### src/rtl/i281_code_loader.sv
// i281 code loader: receives a framed byte stream, stages instruction words
// in a local buffer and commits them to code memory after a valid checksum.
// cpu_hold keeps the CPU stalled from frame header until commit or rejection.
module i281_code_loader #(
    parameter int          DEPTH    = 16,
    parameter logic [7:0]  HDR_BYTE = 8'hA5,
    parameter int          TIMEOUT  = 1024
) (
    input  logic                     i_clk,
    input  logic                     i_rst_n,
    input  logic                     i_rx_valid,
    input  logic [7:0]               i_rx_data,
    output logic                     o_rx_ready,
    output logic                     o_wr_en,
    output logic [$clog2(DEPTH)-1:0] o_wr_addr,
    output logic [15:0]              o_wr_data,
    output logic                     o_cpu_hold,
    output logic                     o_load_done,
    output logic                     o_load_err,
    output logic [1:0]               o_err_code
);
    localparam int AW = $clog2(DEPTH);
    localparam int CW = $clog2(DEPTH + 1);
    localparam int TW = $clog2(TIMEOUT + 1);
    localparam logic [7:0] DEPTH_B = 8'(DEPTH);

    typedef enum logic [2:0] {
        S_IDLE, S_CNT, S_ADR, S_DHI, S_DLO, S_CSM, S_COMMIT
    } state_t;

    state_t          r_state;
    logic [CW-1:0]   r_cnt;
    logic [AW-1:0]   r_start;
    logic [AW-1:0]   r_idx;
    logic [CW-1:0]   r_k;
    logic [7:0]      r_hi;
    logic [7:0]      r_sum;
    logic [TW-1:0]   r_idle;
    logic            r_rx_ready;
    logic            r_wr_en;
    logic [AW-1:0]   r_wr_addr;
    logic [15:0]     r_wr_data;
    logic            r_cpu_hold;
    logic            r_load_done;
    logic            r_load_err;
    logic [1:0]      r_err_code;
    logic [15:0]     r_buf [DEPTH];

    logic            w_xfer;
    logic            w_in_frame;
    logic            w_timeout;
    logic [7:0]      w_sum_next;

    assign w_xfer     = i_rx_valid & r_rx_ready;
    assign w_in_frame = (r_state == S_CNT) || (r_state == S_ADR) || (r_state == S_DHI) ||
                        (r_state == S_DLO) || (r_state == S_CSM);
    assign w_timeout  = w_in_frame && !w_xfer && (r_idle == TW'(TIMEOUT - 1));
    assign w_sum_next = r_sum + i_rx_data;

    // Staging buffer: word k is written when its LO byte arrives.
    always_ff @(posedge i_clk) begin
        if (r_state == S_DLO && w_xfer) begin
            r_buf[r_idx] <= {r_hi, i_rx_data};
        end
    end

    // Frame FSM with registered outputs; the buffer is read one word per COMMIT cycle.
    always_ff @(posedge i_clk or negedge i_rst_n) begin
        if (!i_rst_n) begin
            r_state     <= S_IDLE;
            r_cnt       <= '0;
            r_start     <= '0;
            r_idx       <= '0;
            r_k         <= '0;
            r_hi        <= '0;
            r_sum       <= '0;
            r_idle      <= '0;
            r_rx_ready  <= 1'b1;
            r_wr_en     <= 1'b0;
            r_wr_addr   <= '0;
            r_wr_data   <= '0;
            r_cpu_hold  <= 1'b0;
            r_load_done <= 1'b0;
            r_load_err  <= 1'b0;
            r_err_code  <= 2'b00;
        end else begin
            r_wr_en     <= 1'b0;
            r_load_done <= 1'b0;
            r_load_err  <= 1'b0;

            if (w_timeout) begin
                r_state    <= S_IDLE;
                r_load_err <= 1'b1;
                r_err_code <= 2'b11;
                r_cpu_hold <= 1'b0;
            end else if (w_in_frame && !w_xfer) begin
                r_idle <= r_idle + 1'b1;
            end else begin
                r_idle <= '0;
                case (r_state)
                    S_IDLE: begin
                        // Anything but the header is dropped while idle.
                        if (w_xfer && i_rx_data == HDR_BYTE) begin
                            r_state    <= S_CNT;
                            r_cpu_hold <= 1'b1;
                            r_err_code <= 2'b00;
                            r_sum      <= '0;
                        end
                    end
                    S_CNT: begin
                        if (i_rx_data == 8'd0 || i_rx_data > DEPTH_B) begin
                            r_state    <= S_IDLE;
                            r_load_err <= 1'b1;
                            r_err_code <= 2'b01;
                            r_cpu_hold <= 1'b0;
                        end else begin
                            r_cnt   <= i_rx_data[CW-1:0];
                            r_sum   <= w_sum_next;
                            r_state <= S_ADR;
                        end
                    end
                    S_ADR: begin
                        r_start <= i_rx_data[AW-1:0];
                        r_sum   <= w_sum_next;
                        r_idx   <= '0;
                        r_state <= S_DHI;
                    end
                    S_DHI: begin
                        r_hi    <= i_rx_data;
                        r_sum   <= w_sum_next;
                        r_state <= S_DLO;
                    end
                    S_DLO: begin
                        r_sum <= w_sum_next;
                        if (CW'(r_idx) + 1'b1 == r_cnt) begin
                            r_state <= S_CSM;
                        end else begin
                            r_idx   <= r_idx + 1'b1;
                            r_state <= S_DHI;
                        end
                    end
                    S_CSM: begin
                        if (w_sum_next == 8'd0) begin
                            r_state    <= S_COMMIT;
                            r_rx_ready <= 1'b0;
                            r_k        <= '0;
                        end else begin
                            r_state    <= S_IDLE;
                            r_load_err <= 1'b1;
                            r_err_code <= 2'b10;
                            r_cpu_hold <= 1'b0;
                        end
                    end
                    S_COMMIT: begin
                        // Address wraps naturally at the memory size.
                        if (r_k == r_cnt) begin
                            r_state     <= S_IDLE;
                            r_load_done <= 1'b1;
                            r_cpu_hold  <= 1'b0;
                            r_rx_ready  <= 1'b1;
                        end else begin
                            r_wr_en   <= 1'b1;
                            r_wr_addr <= r_start + r_k[AW-1:0];
                            r_wr_data <= r_buf[r_k[AW-1:0]];
                            r_k       <= r_k + 1'b1;
                        end
                    end
                    default: r_state <= S_IDLE;
                endcase
            end
        end
    end

    assign o_rx_ready  = r_rx_ready;
    assign o_wr_en     = r_wr_en;
    assign o_wr_addr   = r_wr_addr;
    assign o_wr_data   = r_wr_data;
    assign o_cpu_hold  = r_cpu_hold;
    assign o_load_done = r_load_done;
    assign o_load_err  = r_load_err;
    assign o_err_code  = r_err_code;
endmodule

### config.mk
export PLATFORM = sky130hd
export DESIGN_NAME = i281_code_loader
export DESIGN_NICKNAME = d
export VERILOG_FILES = /design/src/rtl/i281_code_loader.sv
export SDC_FILE = /design/constraint.sdc
export NUM_CORES = 1
export LEC_CHECK = 0
export BUFFER_PORTS_ARGS = -buffer_cell sky130_fd_sc_hd__buf_2
export CAP_MARGIN = 20
export CORE_MARGIN = 2
export CORE_UTILIZATION = 50
export CTS_CLUSTER_SIZE = 28
export DETAILED_ROUTE_END_ITERATION = 7
export PLACE_DENSITY = 0.77
export SETUP_SLACK_MARGIN = 0.4
export SYNTH_ARGS = -nofsm -noshare
export SYNTH_HDL_FRONTEND = slang
export SYNTH_SLANG_ARGS = --single-unit
### constraint.sdc
create_clock -name i_clk -period 4.01 [get_ports i_clk]
set_clock_uncertainty 0.15 [all_clocks]
set_input_delay 0.802 -clock i_clk [delete_from_list [all_inputs] [get_ports i_clk]]
set_output_delay 0.802 -clock i_clk [all_outputs]
set_load 0.02 [all_outputs]
== Word level (Yosys, flattened, before mapping) ==
Memory sizes are Yosys's and may differ from the RTL's. A register that Yosys moved wholly into a read port is not among the register bits.
Cells that the tools add are included.
Storage, ports and cells
  word-level logic and storage cells: 128
  bits in registers: 59
  memories: 1
  output and inout port bits: 27
  RAM bits: 256
Memories
  r_buf: depth 16, bits a word 16, rd ports 1, clocked after memory_dff 1, write ports 1, line 47  | logic [15:0] r_buf [DEPTH];
Operators by class
  magnitude comparators: 1
  muxes and demuxes: 48
  equal/unequal tests: 21
  $add $sub $neg: 6
  bitwise gates (word level): 5
  reductions and logical operators: 31
Operators with widths (number)
  one-hot mux 8 bit (3 select lines): 1
  two-way mux 1 bit: 22
  one-hot mux 3 bit (7 select lines): 1
  AND reduction 5 bit: 4
  two-way mux 3 bit: 6
  zero test 8 bit: 2
  two-way mux 8 bit: 2
  two-way mux 2 bit: 6
  inequality test 2 bit, second input constant: 6
  AND reduction 4 bit: 3
  adder 11 x 1 -> 11 bit, second input constant: 1
  equality test 11 x 10 -> 1 bit, second input constant: 1
  two-way mux 11 bit: 1
  equality test 5 bit: 2
  two-way mux 5 bit: 2
  one-hot mux 5 bit (2 select lines): 1
  equality test 3 bit, second input constant: 3
  inequality test 3 bit, second input constant: 3
  AND reduction 3 bit: 3
  adder 8 bit: 1
  equality test 8 bit, second input constant: 1
  greater-than comparator 8 x 5 -> 1 bit, second input constant: 1
  one-hot mux 4 bit (2 select lines): 1
  equality test 3 x 2 -> 1 bit, second input constant: 2
  23 further kinds: 36

== Logic depth before layout (Yosys ltp) ==
  depth after elaboration: 9
  depth in mapped cells: 9

== Least setup slack after synthesis ==
Ideal clock, no wire load.
  path type: input-to-reg
  start point: input i_rx_data[0]
  end point: register r_err_code[0] (netlist: o_err_code[0])
  required time: 3736 ps
  arrival time: 2859 ps
  slack: 877 ps
  path buffers: 0
  stages: 9
  library setup time: 124 ps
  cell sequence: ha_1 > fa_1 > a211oi_1 > o21ba_2 > o211ai_1 > or4_1 > o21ba_1 > o21ai_1 > a21oi_1
Between the ends
  word-level cells in the longest chain between the ends: 4
Ends and longest elaborated chain
  start, declared: line 12  | input logic [7:0] i_rx_data,
  adder 8 bit, or another cell as far along: line 58  | assign w_sum_next = r_sum + i_rx_data;
  zero test 8 bit, or another cell as far along: line 143  | if (w_sum_next == 8'd0) begin
  inequality test 3 bit (no line) or inequality test 3 x 2 -> 1 bit (tied branches)
  AND reduction 5 bit (no line) (*)
  end signal, assigned: line 85  | r_err_code <= 2'b00;
  end signal, assigned: line 94  | r_err_code <= 2'b11;
  end signal, assigned: line 150  | r_err_code <= 2'b10;
  end, declared: line 46  | logic [1:0] r_err_code;
Every way passes the cells marked *; elsewhere a longest branch is shown, timed or not.
A chain may end at the register's enable or synchronous reset.

== Final worst setup path ==
  start point: input i_rx_data[0]
  end point: register r_k[2]
Between the ends
  word-level cells in the longest chain between the ends: 4
Ends and longest elaborated chain
  adder 8 bit: line 58
  zero test 8 bit: line 143
  inequality test 2 x 1 -> 1 bit (no line)
  AND reduction 5 bit (no line)
  end signal, assigned: line 165  | r_k <= r_k + 1'b1;
  end, declared: line 35  | logic [CW-1:0] r_k;
Every way passes these cells.

==> reports/results.ini <==
[yosys]
synth.largest_area_cell=sky130_fd_sc_hd__edfxtp_1
synth.area.top_cells=sky130_fd_sc_hd__edfxtp_1 (56%), sky130_fd_sc_hd__dfrtp_1 (14%), sky130_fd_sc_hd__mux4_2 (13%)
synth_adder_area_share_pct=1.76
synth-seq-cells=331
synthesis.instances=788
netlist.area_leader.share_pct=56.3
postSynthNetCount=817
synth_cell_type_count=61
postSynth.topFlopCell=sky130_fd_sc_hd__edfxtp_1
post_synth_instance_area_um2=13600
synth.mux.area_fraction_pct=15.0
synth_simple_gate_area_share_pct=5.95
synth_compound_area_share_pct=3.81
synth_async_sr_flop_share_pct=22.7
synth_seq_area_share_pct=70.1
synth_top_family_by_area=multiplexers
post_synth_xor_area_fraction_pct=1.73
synth_enable_flop_cells=256
ys.warnings.count=0
syn-mean-instance-area_um2=17.3

[die]
placementRows=60
chipWidth_um=169
die_height_um=169
num_io_pins=38
coreArea_um2=26900
initial_utilization_pct=50.8
dieArea_um2=28600

[worst_setup_path]
rr_startpoint=r_sum[0]
cp_slowest_cell=sky130_fd_sc_hd__fa_1
critical_path_class=in2reg
start_kind=input port
worstPathArrival_ns=3.40
critical-path-max-stage-delay_ns=0.41
crit_path_end_kind=flop
timing.critical_path.fanout_max=5
crit_path_cell_trace=buf_2 > ha_1 > fa_1 > a211oi_1 > nor2_1 > a311oi_1 > nand3_1 > o21bai_1 > and3_1 > a31oi_1
critical_path.startpoint=i_rx_data[0]
worstPathRequired_ns=4.22

[timing]
relSlewSlack_pct=28.5
setup_repair_after_global_routing_missed_its_margin=false
timing_worst_slew_pin_value_ns=1.07
setup_viol_count_final=0
final.period_utilization_pct=79.7
report.final.hold_viol_count=0
finalWorstPathRequiredPeriod_ns=3.20
max_clock_freq_ghz=0.313
final.setup.worst_slack_ns=0.813
tns_ns=0
final_max_slew_viol_count=0

[cts]
cts_setup_buffers=0
clkTransAtPathRegs_ns=0.06
clock_tree.buffer_depth=3
cts-resized-gates=0
cts_tree=yes
numCtsBuffers=35
clkSinkCount=331
htreeDepth=2
insertion_delay_ns=0.51
holdBufCountCts=0
cts-root-buf=sky130_fd_sc_hd__clkbuf_16

[power]
power.share.switching_pct=19.2
power.density_nw_per_um2=446
p_int_uw=5600
share_seq_of_total_power_pct=53.0
leakage_power_of_the_design_uw=0.00611
power.ir.vdd_worst_v=0.000259
power_frac_clock_pct=46.0
p_comb_share_pct=1.0
switching_power_uw=1340

[status]
status=completed

[global_route]
grt_antenna_before_repair=0
grt_start_max_net_pins=56
grt_pass1_vias=7453
track_usage_pct=21.0
grt_overflow_total=0
grt_first_pass_wirelength_um=44800

[detailed_routing]
drt-vias-per-instance=5.98
wl_um=28900
drt_pass1_iterations=5
drt_iter0_drc=687
routed_wire_length_per_instance_um=23.5
num_vias=7352
antenna_left=0
post-route-drc-count=0

[worst_hold_path]
worst_hold_path_type=in2async

[layout]
ratio_of_cells_with_drive_above_1_in_the_final_layout_pct=27.6
finalNetCount=890
final-seq-area_um2=9570
layout-area-overhead-vs-synth_pct=14.1
n_antenna_cell=0
filler_cell_count=1988
area_of_combinational_cells_with_multiple_inputs_um2=3910

[placed_design]
place_hpwl_um=17200
port_buffers=37
pre_cts_slack_ns=0.341
gpl.final_weighted_congestion=0.868

[job]
cap_viol_max_count=0

==> layout by cell type (no fill, tap or decap), types with 5 or more instances in the layout <==
master / Yosys / layout
sky130_fd_sc_hd__edfxtp_1: 256 / 256
sky130_fd_sc_hd__nand2_1: 96 / 96
sky130_fd_sc_hd__mux4_2: 80 / 80
sky130_fd_sc_hd__dfrtp_1: 74 / 72
sky130_fd_sc_hd__buf_4: 1 / 36
sky130_fd_sc_hd__buf_2: 9 / 36
sky130_fd_sc_hd__clkbuf_16: 0 / 35
sky130_fd_sc_hd__nor2_1: 46 / 34
sky130_fd_sc_hd__mux2_2: 17 / 17
sky130_fd_sc_hd__ha_1: 16 / 16
sky130_fd_sc_hd__xor2_1: 15 / 15
sky130_fd_sc_hd__o21ai_0: 14 / 14
sky130_fd_sc_hd__inv_1: 13 / 13
sky130_fd_sc_hd__xnor2_1: 12 / 12
sky130_fd_sc_hd__nand3_1: 12 / 12
sky130_fd_sc_hd__nor2_2: 0 / 12
sky130_fd_sc_hd__a21oi_1: 8 / 8
sky130_fd_sc_hd__nor3_1: 11 / 7
sky130_fd_sc_hd__clkbuf_1: 20 / 7
sky130_fd_sc_hd__clkinv_1: 0 / 6
sky130_fd_sc_hd__nand4_1: 5 / 5
sky130_fd_sc_hd__o21ai_1: 5 / 5
==> worst max-delay path: cells and delay by family <==
kind                       cells  cell delay (ns)
buffers and inverters          1             0.13
adders and majority gates      2             0.64
and+or+nand+nor                3             0.65
AOI/OAI and AO/OA              4             1.17
==> path summary, 6_finish.rpt <==
| check | end | slack [ns] | cells after the start |
|---|---|---|---|
| setup / recovery | r_k[2] | 0.81 | 10 |
| max in group asynchronous | o_rx_ready | 2.63 | 2 |
| min in group i_clk | o_wr_data[2] | 0.31 | 2 |
| setup reg to reg | r_k[2] | 0.88 | 9 |
| hold / removal | o_wr_addr[0] | 0.22 | 1 |
| hold reg to reg | o_wr_data[2] | 0.31 | 2 |
==> synthesized netlist by cell type (5+ instances only) <==
library cell / number
sky130_fd_sc_hd__nand4_1: 5
sky130_fd_sc_hd__mux4_2: 80
sky130_fd_sc_hd__nand3_1: 12
sky130_fd_sc_hd__o21ai_1: 5
sky130_fd_sc_hd__nand2_1: 96
sky130_fd_sc_hd__ha_1: 16
sky130_fd_sc_hd__dfrtp_1: 74
sky130_fd_sc_hd__mux2_2: 17
sky130_fd_sc_hd__o21ai_0: 14
sky130_fd_sc_hd__buf_2: 9
sky130_fd_sc_hd__inv_1: 13
sky130_fd_sc_hd__xnor2_1: 12
sky130_fd_sc_hd__nor3_1: 11
sky130_fd_sc_hd__nor2_1: 46
sky130_fd_sc_hd__xor2_1: 15
sky130_fd_sc_hd__a21oi_1: 8
sky130_fd_sc_hd__clkbuf_1: 20
sky130_fd_sc_hd__edfxtp_1: 256
==> routing by layer <==
layer / global-route usage [%] / vias up / routed length [µm]
li1: - / 3227 / -
met1: 30.4 / 3830 / 12300
met2: 33.8 / 256 / 14300
met3: 3.61 / 39 / 1770
met4: 5.24 / 0 / 521
met5: 0 / - / 0
==> metrics by stage <==
step / util [%] / std cells / instance area [µm²] / hold slack [ns] / power [µW]
4_1_cts: 57.9 / 1229 / 15600 / 0.254 / 6990
3_3_place_gp: 53.7 / 1165 / 14400 / 0.302 / 3820
2_1_floorplan: - / 788 / 13600 / 0.297 / 3760
5_1_grt: 57.9 / 1229 / 15600 / 0.281 / 7140
3_5_place_dp: 53.7 / 1165 / 14400 / 0.309 / 3820
6_report: 57.9 / 1229 / 15600 / 0.224 / 6940
==> cell families (layout without fill, tap and decap cells) <==
kind of cell    after synthesis  in the layout
flops                       331            331
buf+inv                      50            150
compound gates               71             71
simple gates                189            189
xor+xnor                     27             27
fa+ha+maj                    18             18
mux                         102            102
==> power groups by stage <==
stage               combinational, µW  sequential [µW]  clock (µW)
floorplan                        14.9             3750           0
global placement                 68.7             3750           0
detailed placement               71.0             3750           0
CTS                              71.0             3680        3250
global route                     78.3             3670        3390
finish                           69.3             3680        3190
==> sequential cells by signal (all words and copies together) (netlist names), 5 cells and up <==
name	cells
o_wr_data	16
r_cnt	5
r_k	5
r_sum	8
r_idle	11
r_buf	256
r_hi	8
==> final cells by class <==
| class | instances | share of cell area [%] |
|---|---|---|
| Sequential cell | 331 | 61.5 |
| Multi-Input combinational cell | 407 | 25.1 |
| Clock buffer | 44 | 5.97 |
| Timing Repair Buffer | 73 | 3.02 |
| Tap cell | 341 | 2.74 |
| Clock inverter | 20 | 1.37 |
| Inverter | 13 | 0.313 |
Power figures use the tool's default switching activity.
